File: src/rtl/nonce_replay_guard.sv
// nonce_replay_guard: tracks single-use nonces captured from nonce_gen, each with a TTL,
// and accepts a checked nonce at most once before it expires.
module nonce_replay_guard #(
    parameter int DEPTH = 4,
    parameter int TW    = 16,
    parameter int TTL   = 1000
) (
    input  logic                         clk,
    input  logic                         rst_n,
    input  logic [31:0]                  nonce_in,
    input  logic                         gen_ready,
    input  logic                         issue_req,
    output logic                         issue_ack,
    output logic [31:0]                  nonce_out,
    input  logic                         chk_req,
    input  logic [31:0]                  chk_nonce,
    output logic                         chk_done,
    output logic                         chk_ok,
    input  logic                         flush,
    output logic [$clog2(DEPTH+1)-1:0]   live_cnt,
    output logic                         full
);
    localparam int IW = $clog2(DEPTH);
    localparam int CW = $clog2(DEPTH+1);

    typedef enum logic [1:0] {IDLE, SCAN, ISSUE, RESP} state_t;

    state_t           state, state_nx;
    logic [DEPTH-1:0] valid, valid_nx, expiring;
    logic [31:0]      nonce [DEPTH];
    logic [TW-1:0]    age [DEPTH];
    logic [31:0]      key;
    logic [IW-1:0]    idx, free_idx;
    logic [CW-1:0]    cnt_nx;
    logic             ok, hit, last, chk_go, issue_go;

    // A slot in its final cycle of life is treated as already gone for matching.
    always_comb begin
        free_idx = '0;
        for (int i = DEPTH-1; i >= 0; i--)
            if (!valid[i]) free_idx = IW'(i);
        for (int i = 0; i < DEPTH; i++)
            expiring[i] = valid[i] && age[i] == TW'(TTL-1);
    end

    assign hit      = valid[idx] && !expiring[idx] && nonce[idx] == key && key != '0;
    assign last     = idx == IW'(DEPTH-1);
    assign chk_go   = state == IDLE && chk_req;
    assign issue_go = state == IDLE && !chk_req && issue_req && gen_ready && !full && nonce_in != '0;

    always_ff @(posedge clk or negedge rst_n) begin
        if (!rst_n)
            state <= IDLE;
        else
            state <= state_nx;
    end

    always_comb begin
        state_nx = state == IDLE ? (chk_go ? SCAN : issue_go ? ISSUE : IDLE) :
                   state == SCAN ? ((flush || hit || last) ? RESP : SCAN) : IDLE;
    end

    always_comb begin
        issue_ack = state == ISSUE;
        chk_done  = state == RESP;
        chk_ok    = chk_done && ok;
    end

    // Flush is applied last so it overrides issue writes and match-clears.
    always_comb begin
        valid_nx = valid & ~expiring;
        if (issue_go) valid_nx[free_idx] = 1'b1;
        if (state == SCAN && hit) valid_nx[idx] = 1'b0;
        if (flush) valid_nx = '0;
        cnt_nx = '0;
        for (int i = 0; i < DEPTH; i++)
            cnt_nx = cnt_nx + CW'(valid_nx[i]);
    end

    always_ff @(posedge clk or negedge rst_n) begin
        if (!rst_n) begin
            valid    <= '0;
            live_cnt <= '0;
            full     <= 1'b0;
            for (int i = 0; i < DEPTH; i++) begin
                nonce[i] <= '0;
                age[i]   <= '0;
            end
        end else begin
            valid    <= valid_nx;
            live_cnt <= cnt_nx;
            full     <= cnt_nx == CW'(DEPTH);
            for (int i = 0; i < DEPTH; i++) begin
                age[i] <= (valid[i] && valid_nx[i]) ? age[i] + 1'b1 : '0;
                if (issue_go && free_idx == IW'(i)) nonce[i] <= nonce_in;
            end
        end
    end

    always_ff @(posedge clk or negedge rst_n) begin
        if (!rst_n) begin
            key       <= '0;
            idx       <= '0;
            ok        <= 1'b0;
            nonce_out <= '0;
        end else begin
            if (chk_go) begin
                key <= chk_nonce;
                idx <= '0;
            end
            if (issue_go) nonce_out <= nonce_in;
            if (state == SCAN) begin
                ok <= !flush && hit;
                if (!(flush || hit || last)) idx <= idx + 1'b1;
            end
        end
    end
endmodule

File: config.mk
export PLATFORM = sky130hd
export DESIGN_NAME = nonce_replay_guard
export DESIGN_NICKNAME = d
export VERILOG_FILES = /design/src/rtl/nonce_replay_guard.sv
export SDC_FILE = /design/constraint.sdc
export NUM_CORES = 1
export LEC_CHECK = 0
export CORE_MARGIN = 4
export CORE_UTILIZATION = 25
export CTS_BUF_LIST = sky130_fd_sc_hd__clkbuf_8
export DETAILED_ROUTE_END_ITERATION = 6
export PLACE_DENSITY = 0.48
export SYNTH_ARGS = -nofsm -noshare
export SYNTH_HDL_FRONTEND = slang
export SYNTH_SLANG_ARGS = --single-unit
File: constraint.sdc
create_clock -name clk -period 3.83 [get_ports clk]
set_input_delay 0.766 -clock clk [delete_from_list [all_inputs] [get_ports clk]]
set_output_delay 0.766 -clock clk [all_outputs]
set_load 0.01 [all_outputs]
==> impl_metrics.toml, run 1 <==
[sta]
slew_headroom_pct = 61.5
setup_ws_ns = -0.224
slew_viol_final = 0
fmax_ghz = 0.247
rsz0062_at_grt = "true"
hold_viol = 0
min_period_ns = 4.05
finalClockSkew_ns = 0.0330
setup_viol = 4
timing.final.crit_share_pct = 106
worst_slew_pin_slew_ns = 0.578
fin_tns_setup_ns = -0.642

[outcome]
outcome = "complete, but fails checks"
violations = "negative setup slack"

[cts]
cts_made_buffers = 50
cts_tree = "built"
cts.sinks = 269
htree_levels = 2
cts_root_buf = "clkbuf_8"
cts_max_path_buffers = 3
clk_latency_ns = 0.63
ctsHoldBuffers = 0
clk_pin_slew_ns = 0.07

[cells_and_area]
drive_gt1_share_pct = 36.2
fill_cells = 5176
stdcell_area_um2 = 16800
layout.nets = 1327
antenna_cells = 0
area_growth_pct = 29.0

[logic_synthesis]
ys_dominant_reg_cell = "dfrtp_1"
yosysUniqueCellTypes = 63
postSynthCellCount = 1009
yosysTopAreaCell = "dfrtp_1"
ys_ff_latch = 269
synth_top_area_share_pct = 51.8
ys_top_cells_by_area = "dfrtp_1 (52%), mux2_2 (17%), xnor2_1 (3.4%), mux4_2 (3.1%), xor2_1 (2.1%)"
syn-mean-instance-area_um2 = 12.9
yosysSeqAreaShare_pct = 51.8
syn_nets = 1090
synth.cell_area_um2 = 13000
async_flop_share_pct = 100
synth_enable_flop_cells = 0
yosys_warnings = 0

[floorplanning]
initial_utilization_pct = 25.3
rows = 83
die_area_um2 = 55700
num_io_pins = 109
die_x_um = 236
die_y_um = 236
core_area_um2 = 51400

[route]
postRouteWirelength_um = 35100
via_per_inst = 4.50
remaining_drc_errors = 0
drt_iter0_markers = 329
ant_nets = 0
first_pass_iters = 4
vias = 8833
routedWlPerCell_um = 17.9

[grt]
track_usage_pct = 12.6
grt_pass1_vias = 9541
antenna_found_initial = 0
grt_max_degree = 89
grt_overflow = 0
grt_pass1_wl_um = 55800

[worst_setup_path]
crit-reg2reg-launch = "idx[0]"
r2r_slack_ns = -0.22
cp.required_ns = 4.37
path_class = "flip-flop to flip-flop"
cp.arrival_ns = 4.59
r2r-end = "full"
reg2reg_depth = 18
end_kind = "flip-flop"
crit_path_start_kind = "flip-flop"
cp_max_fo = 5

[power_and_ir_drop]
p_leak_nw = 7.36
peakVddDrop_mv = 0.335
power_density_nw_per_um2 = 601

[placement]
portBuffers = 108
hpwl_um = 24600
dpl-instance-area_um2 = 15700
dp_slack_ns = -0.794
place_congestion = 0.802

[run]
drv_cap = 0

[hold_path]
hold_class = "primary input to asynchronous set/reset pin"
layout by cell type (no fill, tap or decap), types with 12 or more instances in the layout:
cell / n
dfrtp_1: 267
mux2_2: 197
buf_4: 117
clkdlybuf4s50_1: 106
nor2_1: 60
clkbuf_8: 60
nand3_1: 54
xnor2_1: 49
nand2_1: 46
inv_1: 33
nor4_1: 31
xor2_1: 31
mux2i_1: 26
mux4_2: 21
nor4_2: 19
nand4_1: 15
nor3_1: 12
kinds of logic after synthesis:
group | count (synthesis) | share of synthesized area [%]
XOR/XNOR | 85 | 5.96
multiplexers | 244 | 22.8
adder cells (fa/ha/maj) | 11 | 1.06
AND/OR/NAND/NOR | 296 | 13.6
buffers and inverters | 64 | 2.45
flip-flops | 269 | 51.8
AO/OA/AOI/OAI | 40 | 2.36
registers in the layout (all words and copies together), names as in the netlist:
signal / flops
nonce: 128
age: 64
key: 32
nonce_out: 32
valid: 4
live_cnt: 3
idx: 2
state: 2
full: 1
ok: 1
metal layers:
metal / up-vias / share of wire (%) / global-route usage [%] / routed length [um]
li1: 4184 / - / - / -
met1: 4447 / 45 / 16.9 / 16000
met2: 159 / 48 / 21.0 / 17000
met3: 43 / 4.0 / 2.12 / 1420
met4: 0 / 2.1 / 3.95 / 731
met5: - / 0 / 0 / 0
critical path, stage by stage, from the launching register on:
cell and delay [ns]:
dfrtp_2 0.42, buf_12 0.14, buf_12 0.12, buf_4 0.14
mux4_2 0.47, xnor2_2 0.14, buf_4 0.15, nand4_2 0.12
nor4_4 0.32, nand4_4 0.19, nor4_4 0.24, a211oi_2 0.08
ha_1 0.32, nand2_1 0.04, or4_1 0.40, o211ai_1 0.12
ha_2 0.23, ha_4 0.20, nor3b_2 0.14
power breakdown:
part / switching (mW) / internal (mW)
combinational: 1.47 / 2.01
clock: 1.23 / 1.42
sequential: 0.511 / 3.43
total: 3.21 / 6.87
area by class of cell:
| cell class | count | area (um2) | area share, % |
|---|---|---|---|
| timing repair buffer | 237 | 2180 | 13.0 |
| sequential | 269 | 6730 | 40.1 |
| multi-input combinational | 676 | 6010 | 35.8 |
| tap | 680 | 851 | 5.07 |
| inverter | 12 | 45.0 | 0.268 |
| clock buffer | 60 | 826 | 4.92 |
| clock inverter | 29 | 135 | 0.805 |
synthesized netlist by cell type (all sizes together) (2+ instances only):
cell type  instances
nand2             46
inv               12
ha                11
nand2b             6
nor2              60
mux2             197
mux2i             26
a21oi              5
a21o               2
a221oi             4
nor2b              3
nor3              13
and3              10
or4                3
dfrtp            269
nand3             54
nor3b              4
buf               19
xnor2             54
a22oi              2
nor4b              8
nand4b             4
or3                3
o21ai             10
xor2              31
or4b               2
nor4              54
a211oi             2
nand4             17
mux4              21
nand3b             2
o41ai              3
clkbuf            33
o221ai             2
or2                3
o211ai             2
worst max-delay path by stage:
stage	from	endpoint	slack, ns	depth (start not counted)
global placement	nonce_in[31]	full	-0.74	16
CTS	idx[0]	full	-0.27	17
detailed placement	nonce_in[31]	full	-0.79	16
finish	idx[0]	full	-0.22	18
global route	idx[0]	full	-0.42	17
floorplan	idx[0]	full	-0.28	17
what timing repair did:
item | 4_1_cts | 5_1_grt
gates cloned | 0 | 0
pin swaps | 8 | 4
resized for setup | 7 | 4
endpoints found under the setup margin | 4 | 15
setup buffers | 6 | 2
stage by stage:
stage | hold WS, ns | power [mW] | util (%) | cells
3_5_place_dp | 0.474 | 7.46 | 30.6 | 1866
6_report | 0.113 | 10.1 | 32.6 | 1963
3_3_place_gp | 0.454 | 7.44 | 30.6 | 1866
4_1_cts | 0.0771 | 10.3 | 32.6 | 1961
5_1_grt | 0.132 | 10.7 | 32.6 | 1963
2_1_floorplan | 0.441 | 5.75 | - | 1009
Note: power is estimated with default switching activity, not from simulation.
==> run 2: changes to the inputs <==
CTS_CLUSTER_SIZE = 14   (was unset)
clock period = 3.6 ns   (was 3.83 ns; I/O delays follow)
==> run 2 against run 1 <==
  * The run still ends with negative setup slack left
  * Worst setup slack got worse by 0.37 ns
  * Design area rose by 2.5%
  * Sequential power rose by 6.3%
  * Largest power group unchanged
  * Maximum frequency fell by 3.4%
==> impl_metrics.toml, run 2 (synthesis results as in run 1) <==
[hold_path]
hold_class = "primary input to asynchronous set/reset pin"

[floorplanning]
num_io_pins = 109
rows = 83
initial_utilization_pct = 25.3
die_y_um = 236
die_area_um2 = 55700
die_x_um = 236
core_area_um2 = 51400

[cells_and_area]
final_cell_mix = "dfrtp_1 (267), mux2_2 (197), buf_4 (156), clkdlybuf4s50_1 (106), clkbuf_8 (61)"
fill_cells = 5168
area_growth_pct = 32.2
final_cells = 2000
top_register = "nonce"
layout.nets = 1364
top_regs = "nonce x128, age x64"
largest_reg_flops = 128
antenna_cells = 0
drive_gt1_share_pct = 38.6
seqCellArea_um2 = 6730
multiInputGateArea_um2 = 6100
layout_commonest_cell = "dfrtp_1"

[route]
remaining_drc_errors = 0
vias = 9036
via_per_inst = 4.52
postRouteWirelength_um = 36500
ant_nets = 0
drt_iter0_markers = 459
first_pass_iters = 5
routedWlPerCell_um = 18.3

[cts]
clk_pin_slew_ns = 0.06
ctsHoldBuffers = 0
cts_max_path_buffers = 3
cts.sinks = 269
htree_levels = 2
cts_tree = "built"
cts_root_buf = "clkbuf_8"
clk_latency_ns = 0.62
cts_made_buffers = 50

[sta]
timing.final.crit_share_pct = 117
holdWs_ns = 0.0947
fmax_ghz = 0.238
slew_headroom_pct = 55.4
slew_viol_final = 0
setup_ws_ns = -0.595
rsz0062_at_grt = "true"
finalClockSkew_ns = 0.0326
min_period_ns = 4.20
hold_viol = 0
setup_viol = 4
worst_slew_pin_slew_ns = 0.669

[placement]
portBuffers = 108
dp_slack_ns = -0.886
hpwl_um = 25400
place_congestion = 0.797
dp.cells = 1899

[power_and_ir_drop]
finalPower_mw = 11.1
p_leak_nw = 7.60
peakVddDrop_mv = 0.278
power_density_nw_per_um2 = 644

[worst_setup_path]
cp_max_fo = 6
cp.arrival_ns = 4.69
cp_common_cell = "buf_12"
cp.required_ns = 4.09
critPathMaxStageDelay_ns = 0.49
crit_path_start_kind = "flip-flop"
path_class = "flip-flop to flip-flop"
path_cells = "buf_12, buf_12, buf_12, mux4_2, xnor2_4, nand4_2, nor4_4, nand4_4, nor4_4, a211oi_2, ha_4, nand2_2, or4_4, o211ai_1, ha_2, ha_4, buf_4"
end_kind = "flip-flop"
critPathSlowestCell = "mux4_2"

[grt]
grt_overflow = 0
grt_pass1_wl_um = 57800
track_usage_pct = 13.1
antenna_found_initial = 0
grt_max_degree = 78
grt_pass1_vias = 9719

[outcome]
outcome = "complete, but fails checks"
violations = "negative setup slack"

[run]
drv_cap = 0
## run 2: path summary, 6_finish.rpt
check	start	to	slack (ns)	cells past startpoint
min reg2reg	ok	ok	0.47	2
min	rst_n	key[29]	0.09	1
max in group asynchronous	rst_n	nonce[5]	2.62	2
max reg2reg	idx[0]	live_cnt[1]	-0.60	17
min in group clk	ok	ok	0.47	2
max	idx[0]	live_cnt[1]	-0.60	17
## run 2: cell type report
class | count | share of cell area, %
clock buffer | 61 | 4.88
multi-input combinational | 676 | 35.5
timing repair buffer | 274 | 14.2
sequential | 269 | 39.2
clock inverter | 28 | 1.05
tap | 680 | 4.95
inverter | 12 | 0.262
## run 2: repair_timing
action	in CTS	in global routing
buffers inserted	8	5
pin swaps	9	6
gates resized for setup	13	8
setup endpoints to repair	4	10
hold endpoints to repair	0	0
## run 2: metrics by stage
stage	TNS (ns)	utilization, %	area [um2]
2_1_floorplan	-1.42	-	13000
3_3_place_gp	-37.05	31.0	15900
3_5_place_dp	-50.59	31.0	15900
4_1_cts	-2.09	33.3	17100
5_1_grt	-2.78	33.4	17200
6_report	-2.11	33.4	17200
## run 2: report_power, final
group          switching, mW  internal [mW]  total, mW
logic                   1.67           2.21       3.88
registers              0.534           3.65       4.19
clock network           1.32           1.68       3.00
total                   3.53           7.54       11.1
## run 2: per-layer routing
layer	track usage (%)	wire (um)	share of wire, %
met5	0	0	0
met4	3.79	773	2.1
met3	2.30	1290	3.5
met2	21.7	17700	48
met1	17.7	16700	46
## run 2: critical path, delay by kind of cell (launching register included)
family / cells / cell delay (ns)
flip-flops: 1 / 0.44
XOR/XNOR: 1 / 0.25
buffers and inverters: 4 / 0.51
adder cells (fa/ha/maj): 3 / 0.73
AND/OR/NAND/NOR: 6 / 1.39
AO/OA/AOI/OAI: 2 / 0.24
multiplexers: 1 / 0.49
==> run 3: changes to the inputs <==
TNS_END_PERCENT = 1   (was unset)
==> run 3 against run 2 <==
  * The flow still finishes with violations (negative setup slack)
  * Sequential power barely moved
  * Register-to-register slack improved by 0.04 ns
  * Design area rose by 0.68%
  * Hold slack improved by 0.077 ns
  * Flip-flop and latch count did not move
  * Non-clock buffer count rose by 14
  * Worst setup slack improved by 0.040 ns
  * Final cell count rose by 0.65%
  * Combinational power fell by 1%
==> impl_metrics.toml, run 3 (synthesis results as in run 1) <==
[cts]
cts_tree = "built"
cts.sinks = 269
htree_levels = 2
cts_made_buffers = 50
clk_latency_ns = 0.64
cts_max_path_buffers = 3
cts_root_buf = "clkbuf_8"
clk_pin_slew_ns = 0.06

[power_and_ir_drop]
peakVddDrop_mv = 0.329
power_density_nw_per_um2 = 641
p_leak_nw = 7.66
finalPower_mw = 11.1

[route]
vias = 9156
via_per_inst = 4.55
drt_iter0_markers = 438
remaining_drc_errors = 0
first_pass_iters = 4
routedWlPerCell_um = 18.0
ant_nets = 0
postRouteWirelength_um = 36200

[cells_and_area]
seqCellArea_um2 = 6730
postLayoutCoreUtil_pct = 33.7
layout_commonest_cell = "dfrtp_1"
top_register = "nonce"
final_cells = 2013
area_growth_pct = 33.1
fill_cells = 5119
largest_reg_flops = 128
multiInputGateArea_um2 = 6060
drive_gt1_share_pct = 39.5
layout.nets = 1378
top_regs = "nonce x128, age x64"
final_cell_mix = "dfrtp_1 (267), mux2_2 (197), buf_4 (159), clkdlybuf4s50_1 (106), clkbuf_8 (64)"

[floorplanning]
die_y_um = 236
core_area_um2 = 51400
die_area_um2 = 55700
num_io_pins = 109
initial_utilization_pct = 25.3
rows = 83
die_x_um = 236

[grt]
grt_util_met2_pct = 21.5
met3_usage_pct = 2.26
grt_pass1_vias = 9714
gr-max-usage-layer = "met2"
met1_usage_pct = 17.1
grt_overflow = 0
antenna_found_initial = 0
track_usage_pct = 12.9
grt_pass1_wl_um = 57100
grt_max_degree = 112

[sta]
setup_ws_ns = -0.555
worst_slew_pin_slew_ns = 0.920
min_period_ns = 4.15
fmax_ghz = 0.241
hold_viol = 0
setup_viol = 5
slew_viol_final = 0
slew_headroom_pct = 38.7
rsz0062_at_grt = "true"
timing.final.crit_share_pct = 115
finalClockSkew_ns = 0.0532

[worst_setup_path]
end_kind = "flip-flop"
cp.required_ns = 4.13
cp_max_fo = 5
path_class = "flip-flop to flip-flop"
crit_path_start_kind = "flip-flop"
cp.arrival_ns = 4.69

[outcome]
violations = "negative setup slack"
outcome = "complete, but fails checks"

[placement]
hpwl_um = 25000
dp.cells = 1906
place_congestion = 0.832
portBuffers = 108

[run]
drv_cap = 0

[hold_path]
hold_class = "primary input to asynchronous set/reset pin"
-- run 3: final timing paths --
| path | start | to | depth (start not counted) | slack, ns |
|---|---|---|---|---|
| min in group clk | nonce[100] | nonce[100] | 1 | 0.50 |
| max reg2reg | idx[0] | full | 16 | -0.55 |
| max | idx[0] | full | 16 | -0.55 |
| min | rst_n | nonce_out[28] | 1 | 0.17 |
| min reg2reg | nonce[100] | nonce[100] | 1 | 0.50 |
| max in group asynchronous | rst_n | nonce_out[16] | 2 | 2.55 |
-- run 3: cell type report --
type	instances	area share [%]
timing repair buffer	288	14.8
clock buffer	64	5.09
multi-input combinational	676	35.0
tap	680	4.92
clock inverter	23	0.961
inverter	12	0.260
antenna	1	0.0145
sequential	269	38.9
-- run 3: timing repair --
| item | 4_1_cts | 5_1_grt |
|---|---|---|
| hold buffers | 0 | 0 |
| pin swaps | 11 | 1 |
| hold endpoints to repair | 0 | 0 |
| resized for setup | 22 | 10 |
| endpoints found under the setup margin | 4 | 5 |
| cloned | 0 | 0 |
| setup buffers | 19 | 0 |
-- run 3: per-layer routing --
| layer | part of all wire (%) | vias to the layer above |
|---|---|---|
| li1 | - | 4275 |
| met1 | 46 | 4656 |
| met2 | 48 | 170 |
| met3 | 3.5 | 55 |
| met4 | 2.2 | 0 |
| met5 | 0 | - |
-- run 3: power breakdown --
group          internal [mW]  switching [mW]  total, mW
logic                   2.20            1.63       3.83
registers               3.65           0.522       4.17
clock network           1.74            1.35       3.09
-- run 3: worst max-delay path: stages (launching register included) --
cell and delay (ns):
dfrtp_2 0.38, buf_12 0.14, buf_4 0.18, mux4_2 0.57, xnor2_2 0.24, nand4_2 0.16
nor4_4 0.32, nand4_4 0.18, nor4_4 0.30, a211oi_2 0.08, ha_1 0.32, nand2_1 0.05
or4_4 0.41, o211ai_1 0.13, ha_2 0.24, ha_4 0.20, nor3b_2 0.17
-- run 3: through the flow --
step / cell area, um2 / hold slack (ns) / TNS, ns / setup WS (ns)
floorplan: 13000 / 0.424 / -1.68 / -0.576
global placement: 16000 / 0.483 / -42.78 / -0.957
detailed placement: 16000 / 0.488 / -38.54 / -0.980
CTS: 17300 / 0.173 / -2.06 / -0.535
global route: 17300 / 0.207 / -2.98 / -0.738
finish: 17300 / 0.172 / -2.19 / -0.555
